$ cat src/rtl/bcd_display_driver.sv
// Binary-to-BCD display stage: sequential double-dabble converter plus a multiplexed 5-digit 7-segment scanner.
// Optional build macro LEADING_ZERO_BLANK_EN blanks digits above the most significant nonzero digit.
module bcd_display_driver #(
  parameter int SCAN_DIV = 50000
) (
  input  logic        clk,
  input  logic        reset,
  input  logic [15:0] c_in,
  output logic [19:0] bcd_out,
  output logic        bcd_valid,
  output logic [6:0]  seg,
  output logic [4:0]  an,
  output logic [1:0]  fsm_state
);

  // Handshake: bcd_valid is a one-cycle strobe with no ready/backpressure; bcd_out holds until the next strobe.
  typedef enum logic [1:0] {
    IDLE  = 2'd0,
    SHIFT = 2'd1,
    DONE  = 2'd2
  } conv_state_t;

  localparam int PW = (SCAN_DIV > 2) ? $clog2(SCAN_DIV) : 1;
  localparam logic [PW-1:0] SCAN_TERM = PW'(SCAN_DIV - 1);

  conv_state_t state;
  logic [15:0] last_val;
  logic [15:0] cap;
  logic [35:0] shreg;
  logic [35:0] shreg_adj;
  logic [3:0]  cnt;

  logic [PW-1:0] prescaler;
  logic [2:0]    digit_idx;
  logic [3:0]    cur_nib;
  logic          blank;
  logic [6:0]    seg_next;
  logic [4:0]    an_next;

  assign fsm_state = state;

  function automatic logic [6:0] decode(input logic [3:0] nib);
    logic [6:0] s;
    case (nib)
      4'd0:    s = 7'h40;
      4'd1:    s = 7'h79;
      4'd2:    s = 7'h24;
      4'd3:    s = 7'h30;
      4'd4:    s = 7'h19;
      4'd5:    s = 7'h12;
      4'd6:    s = 7'h02;
      4'd7:    s = 7'h78;
      4'd8:    s = 7'h00;
      4'd9:    s = 7'h10;
      default: s = 7'h7F;
    endcase
    return s;
  endfunction

  // Add-3 correction on every BCD column before the shift.
  always_comb begin
    shreg_adj = shreg;
    for (int i = 0; i < 5; i++) begin
      if (shreg[16 + 4*i +: 4] >= 4'd5)
        shreg_adj[16 + 4*i +: 4] = shreg[16 + 4*i +: 4] + 4'd3;
    end
  end

  always_ff @(posedge clk) begin
    if (reset) begin
      state     <= IDLE;
      last_val  <= 16'd0;
      cap       <= 16'd0;
      shreg     <= 36'd0;
      cnt       <= 4'd0;
      bcd_out   <= 20'd0;
      bcd_valid <= 1'b0;
    end else begin
      bcd_valid <= 1'b0;
      case (state)
        IDLE: begin
          if (c_in != last_val) begin
            shreg <= {20'd0, c_in};
            cap   <= c_in;
            cnt   <= 4'd0;
            state <= SHIFT;
          end
        end
        SHIFT: begin
          shreg <= {shreg_adj[34:0], 1'b0};
          cnt   <= cnt + 4'd1;
          if (cnt == 4'd15)
            state <= DONE;
        end
        DONE: begin
          bcd_out   <= shreg[35:16];
          last_val  <= cap;
          bcd_valid <= 1'b1;
          state     <= IDLE;
        end
        default: state <= IDLE;
      endcase
    end
  end

  always_comb begin
    cur_nib = 4'd0;
    an_next = 5'h1F;
    case (digit_idx)
      3'd0: begin cur_nib = bcd_out[3:0];   an_next = 5'h1E; end
      3'd1: begin cur_nib = bcd_out[7:4];   an_next = 5'h1D; end
      3'd2: begin cur_nib = bcd_out[11:8];  an_next = 5'h1B; end
      3'd3: begin cur_nib = bcd_out[15:12]; an_next = 5'h17; end
      3'd4: begin cur_nib = bcd_out[19:16]; an_next = 5'h0F; end
      default: begin cur_nib = 4'd0; an_next = 5'h1F; end
    endcase
  end

`ifdef LEADING_ZERO_BLANK_EN
  // A digit is blanked when it and every digit above it are zero; the units digit is never blanked.
  always_comb begin
    blank = 1'b0;
    case (digit_idx)
      3'd1:    blank = (bcd_out[19:4]  == 16'd0);
      3'd2:    blank = (bcd_out[19:8]  == 12'd0);
      3'd3:    blank = (bcd_out[19:12] == 8'd0);
      3'd4:    blank = (bcd_out[19:16] == 4'd0);
      default: blank = 1'b0;
    endcase
  end
`else
  always_comb begin
    blank = 1'b0;
  end
`endif

  always_comb begin
    seg_next = blank ? 7'h7F : decode(cur_nib);
  end

  // digit_idx names the digit presented at the next terminal count, so the first tick shows the units.
  always_ff @(posedge clk) begin
    if (reset) begin
      prescaler <= '0;
      digit_idx <= 3'd0;
      seg       <= 7'h7F;
      an        <= 5'h1F;
    end else if (prescaler == SCAN_TERM) begin
      prescaler <= '0;
      an        <= an_next;
      seg       <= seg_next;
      digit_idx <= (digit_idx == 3'd4) ? 3'd0 : digit_idx + 3'd1;
    end else begin
      prescaler <= prescaler + 1'b1;
    end
  end

endmodule

$ cat config.mk
export PLATFORM = sky130hd
export DESIGN_NAME = bcd_display_driver
export DESIGN_NICKNAME = d
export VERILOG_FILES = /design/src/rtl/bcd_display_driver.sv
export SDC_FILE = /design/constraint.sdc
export NUM_CORES = 1
export LEC_CHECK = 0
export CORE_AREA = 5 5 161 132
export CTS_BUF_LIST = sky130_fd_sc_hd__clkbuf_16
export CTS_CLUSTER_DIAMETER = 60
export CTS_CLUSTER_SIZE = 28
export DETAILED_ROUTE_END_ITERATION = 8
export DIE_AREA = 0 0 166 137
export PLACE_DENSITY = 0.44
export SYNTH_ARGS = -nofsm -noshare
export SYNTH_HDL_FRONTEND = slang
export SYNTH_SLANG_ARGS = --single-unit
$ cat constraint.sdc
create_clock -name clk -period 2.85 [get_ports clk]
set_input_delay 0.57 -clock clk [delete_from_list [all_inputs] [get_ports clk]]
set_output_delay 0.57 -clock clk [all_outputs]
set_load 0.005 [all_outputs]
# [Word level (Yosys, flattened, before mapping)]
# Memories as Yosys holds them, arrays and structs flattened. A register that Yosys moved wholly into a read port is not among the register bits.
# Index checks and enable logic that the tools add are counted.
[op_classes] n_mul=0 div_mod_pow=0 order_cmp=5 reduce_logical=7 bitwise=0 n_addsub=8 muxes=16 n_shift=0 n_eq_ne=11
[op_table] op="case mux 36 bit (2 select lines)" n=1
[op_table] op="two-way mux 36 bit" n=1
[op_table] op="case mux 5 bit (5 select lines)" n=1
[op_table] op="greater-or-equal comparator 4 x 3 -> 1 bit (second input constant)" n=5
[op_table] op="two-way mux 4 bit" n=5
[op_table] op="case mux 4 bit (5 select lines)" n=1
[op_table] op="adder 16 x 1 -> 16 bit (second input constant)" n=1
[op_table] op="adder 4 x 2 -> 4 bit (second input constant)" n=4
[op_table] op="== test 16 bit (second input constant)" n=1
[op_table] op="!= test 16 bit" n=1
[op_table] op="case mux 4 bit (2 select lines)" n=1
[op_table] op="== test 3 x 2 -> 1 bit (second input constant)" n=2
[op_table] op="two-way mux 3 bit" n=2
[op_table] op="AND reduction 2 bit" n=3
[op_table] op="adder 4 x 1 -> 4 bit (second input constant)" n=1
[op_table] op="== test 4 bit (second input constant)" n=1
[op_table] op="two-way mux 2 bit" n=2
[op_table] op="!= test 2 bit (second input constant)" n=2
[op_table] op="case mux 2 bit (2 select lines)" n=1
[op_table] op="adder 3 x 1 -> 3 bit (second input constant)" n=1
[op_table] op="adder 3 x 2 -> 3 bit (second input constant)" n=1
[op_table] op="== test 3 x 1 -> 1 bit (second input constant)" n=1
[op_table] op="== test 3 bit (second input constant)" n=1
[op_table] op="zero test 3 bit" n=1
[op_table] op="other kinds (6)" n=6
[word_totals] reg_bits=119 ramBits=0 latchBits=0 rom_bits=112 out_inout_bits=35 n_memories=1
[mem_list] name="(no name shown)" depth=16 width=7 rd=1 rd_clocked_by_memory_dff=1 wr=0 line="44" source="case (nib)"

# [Longest topological paths before layout]
[logic_depth] ltp_word=3 ltp_mapped=10 mapped_depth_nobuf=9

# [Worst setup path after synthesis]
# Ideal clock, no wire load.
[synth_timing] path_kind="flip-flop to flip-flop" start="reg digit_idx[0]" end="reg seg[3]" arrival_ps=2138 path_stages_with_launch=10 path_buffers=1 synth_period_minus_slack_ps=2255 setup_ps=117 slack_ps=595 cell_sequence="dfxtp_1 > inv_1 > ha_1 > clkbuf_1 > a222oi_1 > inv_1 > ha_1 > nand2_1 > a21oi_1 > o22a_1"
[synth_via] elab_chain_len=2 elab_cells_between_ends=6
[synth_rtl] item="from (decl)" line="34" source="logic [2:0] digit_idx;"
[synth_rtl] item="from (signal assigned)" line="152" source="digit_idx <= (digit_idx == 3'd4) ? 3'd0 : digit_idx + 3'd1;"
[synth_rtl] item="== test 3 bit (tied with other cells)" line="109" source="case (digit_idx)"
[synth_rtl] item="case mux 4 bit (5 select lines) (*)" line="109"
[synth_rtl] item="to (decl)" line="11" source="output logic [6:0] seg,"
# Mark *: on every way between the ends. The rest lies on a longest branch, timed or not.
# A chain may end at the register's enable or synchronous reset.

# [Worst setup path after layout]
# Same ends and word-level chain as after synthesis.

==> results.txt <==
crit-path max FO: 11
Avg Cell Area, Syn: 8.288 um2
worst reg-to-reg setup slack: 0.48 ns
status: finished, final reports clean
Max Transition Viols Final: 0
Rel. slew slack: 0.3688
DRT antenna net count: 0
hold path cells: 2
most frequent cells in the layout: dfxtp_1 (126), nand2_1 (121), a21oi_1 (79), clkdlybuf4s50_1 (51), o211ai_1 (43)
worst skew pair latency: 0.41 ns
vias: 5006
sequential share of the synthesized area: 0.4405
Async SR Flop Fraction: 0
FF-to-FF End: seg[3]
largest net degree at the start of global routing: 56
effective utilization at floorplan: 0.2935
CP Data Required Time: 3.21 ns
met1 WL: 7841 um
WHS Endpoint: last_val[5]
Hold Vio Cnt, Final: 0
die width: 166 um
layout cell share with drive strength beyond 1: 0.06739
share of the synthesized area in the top cell type: 0.4405
hold path start: cap[5]
FF+latch count, synth: 126
Synth cell types: 45
Final GP Congestion: 0.7976
Reg-to-Reg Start: digit_idx[0]
pwr dens: 572.7 mW/mm2
I/O Buffers: 52
Worst-path clk slew: 0.06 ns
drt total wl: 15510 um
area grow syn2layout: 23.38%
Post-synth EDFFs: 0
CTS tree: done
Fin Setup TNS: 0 ns
Setup Viol. Count Final: 0
fmax: 422.4 MHz
main flop type after synthesis: dfxtp_1
dpl ws: 0.1082 ns
Synth area leader: dfxtp_1
RSZ-0062 raised after global routing: false
Netlist Area Pre-Place: 0.005727 mm2
clock power share: 0.498
Max Cap Violations: 0
TritonCTS buffer count: 17
Placeable Area: 0.01951 mm2
P_int: 3.124 mW
Sink Count: 126
initial antenna violation count: 0
Yosys warning total: 0
# IOs: 53
first-pass GRT wire length: 25160 um
clock tree buffer depth: 2
Nets: 770
sequential power share: 0.452
VDD IR max: 0.3520 mV
met3 WL: 487 um
worst hold path class: register to register
combinational share of power: 0.051
hpwl dp: 10560 um
final clock skew: 0.007218 ns
CTS Hold Buffers Added: 0
die area: 0.02274 mm2
diodes inserted: 0
setup bufs post-CTS: 0
post-CTS resize count: 0
top layer in use: met4
Reg2Reg Depth: 9
H-Tree Depth: 4
post-DR wirelength/cell: 15.42 um
DR vias/cell: 4.976
most common cell after layout, fill and taps aside: dfxtp_1
top post-synthesis cells by area: dfxtp_1 (44%), nand2_1 (7.9%), a21oi_1 (6.9%), o211ai_1 (5.6%), ha_1 (4.8%)
CTS root buffer: clkbuf_16
Total GRT Usage: 0.1358
grt total ovfl: 0
Final Worst Setup Slack: 0.4823 ns
Net Switching: 0.9225 mW
crit path time final: 2.368 ns
DR pass1 iterations: 5
Setup crit end kind: register
Arrival @ worst endpoint: 2.73 ns
crit path kind: register to register
wire length on met2: 6997 um
Die H: 137 um
actual slew at the worst max-slew pin: 0.9468 ns
DRT iter0 DRCs: 309
Leak: 2.501 nW
Net Sw Frac: 0.2280
period utilization: 0.8308
vias in the first global route: 4790
syn nets: 731
post-route DRC violation count: 0
Synth Instances: 691
CP startpoint kind: register
Cell Rows: 46
==> Yosys cell counts, drive strengths merged (2+ instances only) <==
master	count
ha	22
nor2	36
inv	16
dfxtp	126
clkbuf	41
nand4	5
a31oi	20
a2bb2oi	2
and4	4
a21oi	79
or2	2
nor3	3
o21a	3
a21o	5
a32oi	3
o22a	6
nor2b	5
xnor2	15
mux2i	3
nor4	4
nand3	36
o21ai	26
xor2	24
o211ai	43
a222oi	4
nand2	121
buf	10
nor4b	2
nand2b	12
==> flip-flops by register name, summed over array words and instances, names as in the netlist <==
signal / flops
digit_idx: 3
last_val: 16
an: 5
cap: 16
seg: 7
cnt: 4
fsm_state: 2
shreg: 36
bcd_out: 20
bcd_valid: 1
prescaler: 16
==> power groups by stage <==
stage | sequential [mW] | combinational [mW] | clock (mW)
2_1_floorplan | 1.86 | 0.131 | 0
3_3_place_gp | 1.86 | 0.205 | 0
3_5_place_dp | 1.86 | 0.207 | 0
4_1_cts | 1.83 | 0.208 | 2.06
5_1_grt | 1.83 | 0.229 | 2.15
6_report | 1.83 | 0.206 | 2.01
==> cells by family (layout without fill, tap and decap cells) <==
group | after synthesis | after routing | synth area share
simple gates | 236 | 236 | 0.1846
compound gates | 197 | 197 | 0.2128
flops | 126 | 126 | 0.4405
buf+inv | 67 | 118 | 0.04654
xor+xnor | 39 | 39 | 0.05965
fa+ha+maj | 22 | 22 | 0.04807
mux | 4 | 4 | 0.007865
==> worst max path at each step <==
stage | from | endpoint | slack, ns | cells past startpoint
final | digit_idx[0] | seg[3] | 0.48 | 9
after floorplan | digit_idx[0] | seg[3] | 0.60 | 9
after CTS | digit_idx[0] | seg[2] | 0.53 | 7
after global routing | digit_idx[0] | seg[3] | 0.35 | 7
after detailed placement | c_in[11] | shreg[32] | 0.11 | 7
after global placement | c_in[11] | shreg[32] | 0.15 | 7
==> area by class of cell <==
| cell class | count | area (um2) |
|---|---|---|
| Fill cell | 2019 | 12450 |
| Sequential cell | 126 | 2522 |
| Clock inverter | 14 | 111.4 |
| Multi-Input combinational cell | 498 | 2943 |
| Timing Repair Buffer | 71 | 673.1 |
| Inverter | 16 | 60.06 |
| Clock buffer | 17 | 425.4 |
| Tap cell | 264 | 330.3 |
==> worst max-delay path, stage by stage (launching register included) <==
cell and delay, ns:
dfxtp_1 0.43, inv_1 0.13, ha_1 0.38, a222oi_1 0.40, buf_4 0.21, inv_1 0.07, ha_1 0.30, nand2_1 0.05
a21oi_1 0.21, o22a_1 0.14
==> layer usage <==
metal | up-vias | track usage
li1 | 2495 | -
met1 | 2410 | 0.1857
met2 | 86 | 0.2121
met3 | 15 | 0.03148
met4 | 0 | 0.04581
met5 | - | 0
==> metrics by stage <==
step	hold WS, ns	std cells	cell area [um2]	util	total power [mW]
floorplan	0.4261	691	5727	-	1.988
global route	0.4732	1006	7066	0.3621	4.206
finish	0.4487	1006	7066	0.3621	4.046
CTS	0.4558	1006	7066	0.3621	4.099
global placement	0.4365	975	6529	0.3346	2.068
detailed placement	0.4439	975	6529	0.3346	2.071
Power figures use the tool's default switching activity.
==> RTL change: new RTL, same flow settings <==
Reset style: asynchronous (`reset`), changed in 2 clocked blocks.
--- a/src/rtl/bcd_display_driver.sv
+++ b/src/rtl/bcd_display_driver.sv
@@ -67,5 +67,5 @@
   end
 
-  always_ff @(posedge clk) begin
+  always_ff @(posedge clk or posedge reset) begin
     if (reset) begin
       state     <= IDLE;
@@ -140,5 +140,5 @@
 
   // digit_idx names the digit presented at the next terminal count, so the first tick shows the units.
-  always_ff @(posedge clk) begin
+  always_ff @(posedge clk or posedge reset) begin
     if (reset) begin
       prescaler <= '0;
Behaviour: differs if reset is asserted again (counterexample within 4 cycles, from zero or initial values and one cycle with reset high); with reset held inactive, the same outputs for 10 cycles.
==> RTL change against the original RTL <==
Final area increased by 5.7%. Wire length shrank 11%. Setup slack got worse by 0.11 ns. Critical path type unchanged. Clock skew is 0.0085 ns higher. Synthesized area is 5.1% higher. Sequential cell count stayed put. Highest routed layer unchanged. Worst hold slack better by 0.0060 ns.
Power is not compared: it rests on default switching activity, and its combinational part moved more than twofold at a synthesized area within 25%.
==> RTL change: results (changes against the original RTL) <==
[status]
status=completed

[critical_path]
critPathMaxStageDelay_ns=0.45  ; +0.02 ns
cp.arrival_ns=2.83  ; +0.10 ns
crit_fanout=8  ; -3
critical-path-slowest-cell=dfrtp_1

[routing]
wl_per_cell_um=15.90  ; +3.1%
drt-pass1-iter-count=5  ; unchanged
via_count=4172  ; -17%
drt_iter0_drc=194  ; -37%

[logic_synthesis]
yosys-top-cells-count=114 x dfrtp_1, 51 x nand2_1, 43 x mux2_2
synthMuxAreaShare=0.09040  ; +0.08253
synth-main-ff-cell=dfrtp_1
synthArstFlopShare=1.000  ; +1.000
synthAdderAreaFrac=0.04572  ; -0.002347
synth_top_family_by_area=simple AND/OR/NAND/NOR gates
yosys.cell_types.count=47  ; +4.4%
yosysSeqAreaShare=0.5262  ; +0.08572
synth_compound_area_frac=0.1151  ; -0.09767
netlist_top_cells_area=dfrtp_1 47%, mux2_2 8.0%, dfstp_2 5.2%
synth.net_count=580  ; -21%
synth_warnings=0  ; unchanged
yosys.area_share.xor_xnor=0.05528  ; -0.004368

[sta]
finClkSkew_ns=0.01571  ; +0.008489 ns
slew_headroom=0.3938  ; +0.02501

[global_route]
grt_pass1_vias=4111  ; -14%
grt.total_usage=0.1267  ; -0.009106
grt_max_degree=127  ; +130%
grt_first_pass_wirelength_um=22940  ; -8.8%

[clock_tree]
htreeDepth=4  ; unchanged
cts_resized=0  ; unchanged
cts_root_buf=clkbuf_16

[placed_design]
dp_hpwl_um=9433  ; -11%
io_buffers=52  ; unchanged
place.gp.congestion=0.7516  ; -5.8%
dpl-instance-area_um2=6857  ; +5.0%

[finish]
antennaDiodeCount=0  ; unchanged
fillers=1898  ; -6.0%
layout-drive-gt1-share=0.1694  ; +0.1020
nNetsFinal=635  ; -18%

[power]
vdd_drop_max_uv=378.3

RTL change: cell type report:
cell class	instances	area, µm²	share of cell area
Tap cell	264	330.3	0.04422
Timing Repair Buffer	64	635.6	0.08509
Multi-Input combinational cell	363	2633	0.3524
Sequential cell	126	3168	0.4241
Inverter	23	90.09	0.01206
Clock buffer	17	425.4	0.05695
Clock inverter	15	187.7	0.02513
RTL change: path summary, 6_finish.rpt:
check | start | end | slack [ns] | cells past startpoint
max | digit_idx[0] | seg[4] | 0.37 | 8
min | seg[1] | seg[1] | 0.45 | 2
max reg2reg | digit_idx[0] | seg[4] | 0.37 | 8
min reg2reg | seg[1] | seg[1] | 0.45 | 2
max in group asynchronous | reset | prescaler[4] | 1.61 | 3
min in group asynchronous | reset | cap[7] | 0.69 | 3
RTL change: tightest hold or removal path, delay by kind of cell, from the launching register on:
family | cells | cell delay (ns)
simple gates | 2 | 0.09
flops | 1 | 0.37
RTL change: metrics by stage:
stage	cells	setup WS [ns]	total power [mW]
after floorplan	540	0.7365	4.096
after global placement	840	0.2501	4.762
after detailed placement	840	0.2228	4.814
after CTS	872	0.3890	7.102
after global routing	872	0.1668	7.482
final	872	0.3709	6.986
RTL change: routing by layer:
metal	share of wire	up-vias	GRT usage
met5	0	-	0
met4	0.0038	0	0.02657
met3	0.041	2	0.04072
met2	0.43	79	0.1836
met1	0.52	2063	0.1853
li1	-	2028	-
RTL change: logic make-up after synthesis:
group,Yosys count
AO/OA/AOI/OAI,100
XOR/XNOR,38
adder cells (fa/ha/maj),22
buffers and inverters,51
flip-flops,126
multiplexers,49
AND/OR/NAND/NOR,154
RTL change: power by group:
group | total [mW] | internal [mW] | switching (mW)
Clock | 2.23 | 1.39 | 0.846
Combinational | 1.97 | 1.03 | 0.945
Sequential | 2.78 | 2.33 | 0.446
Total | 6.99 | 4.75 | 2.24
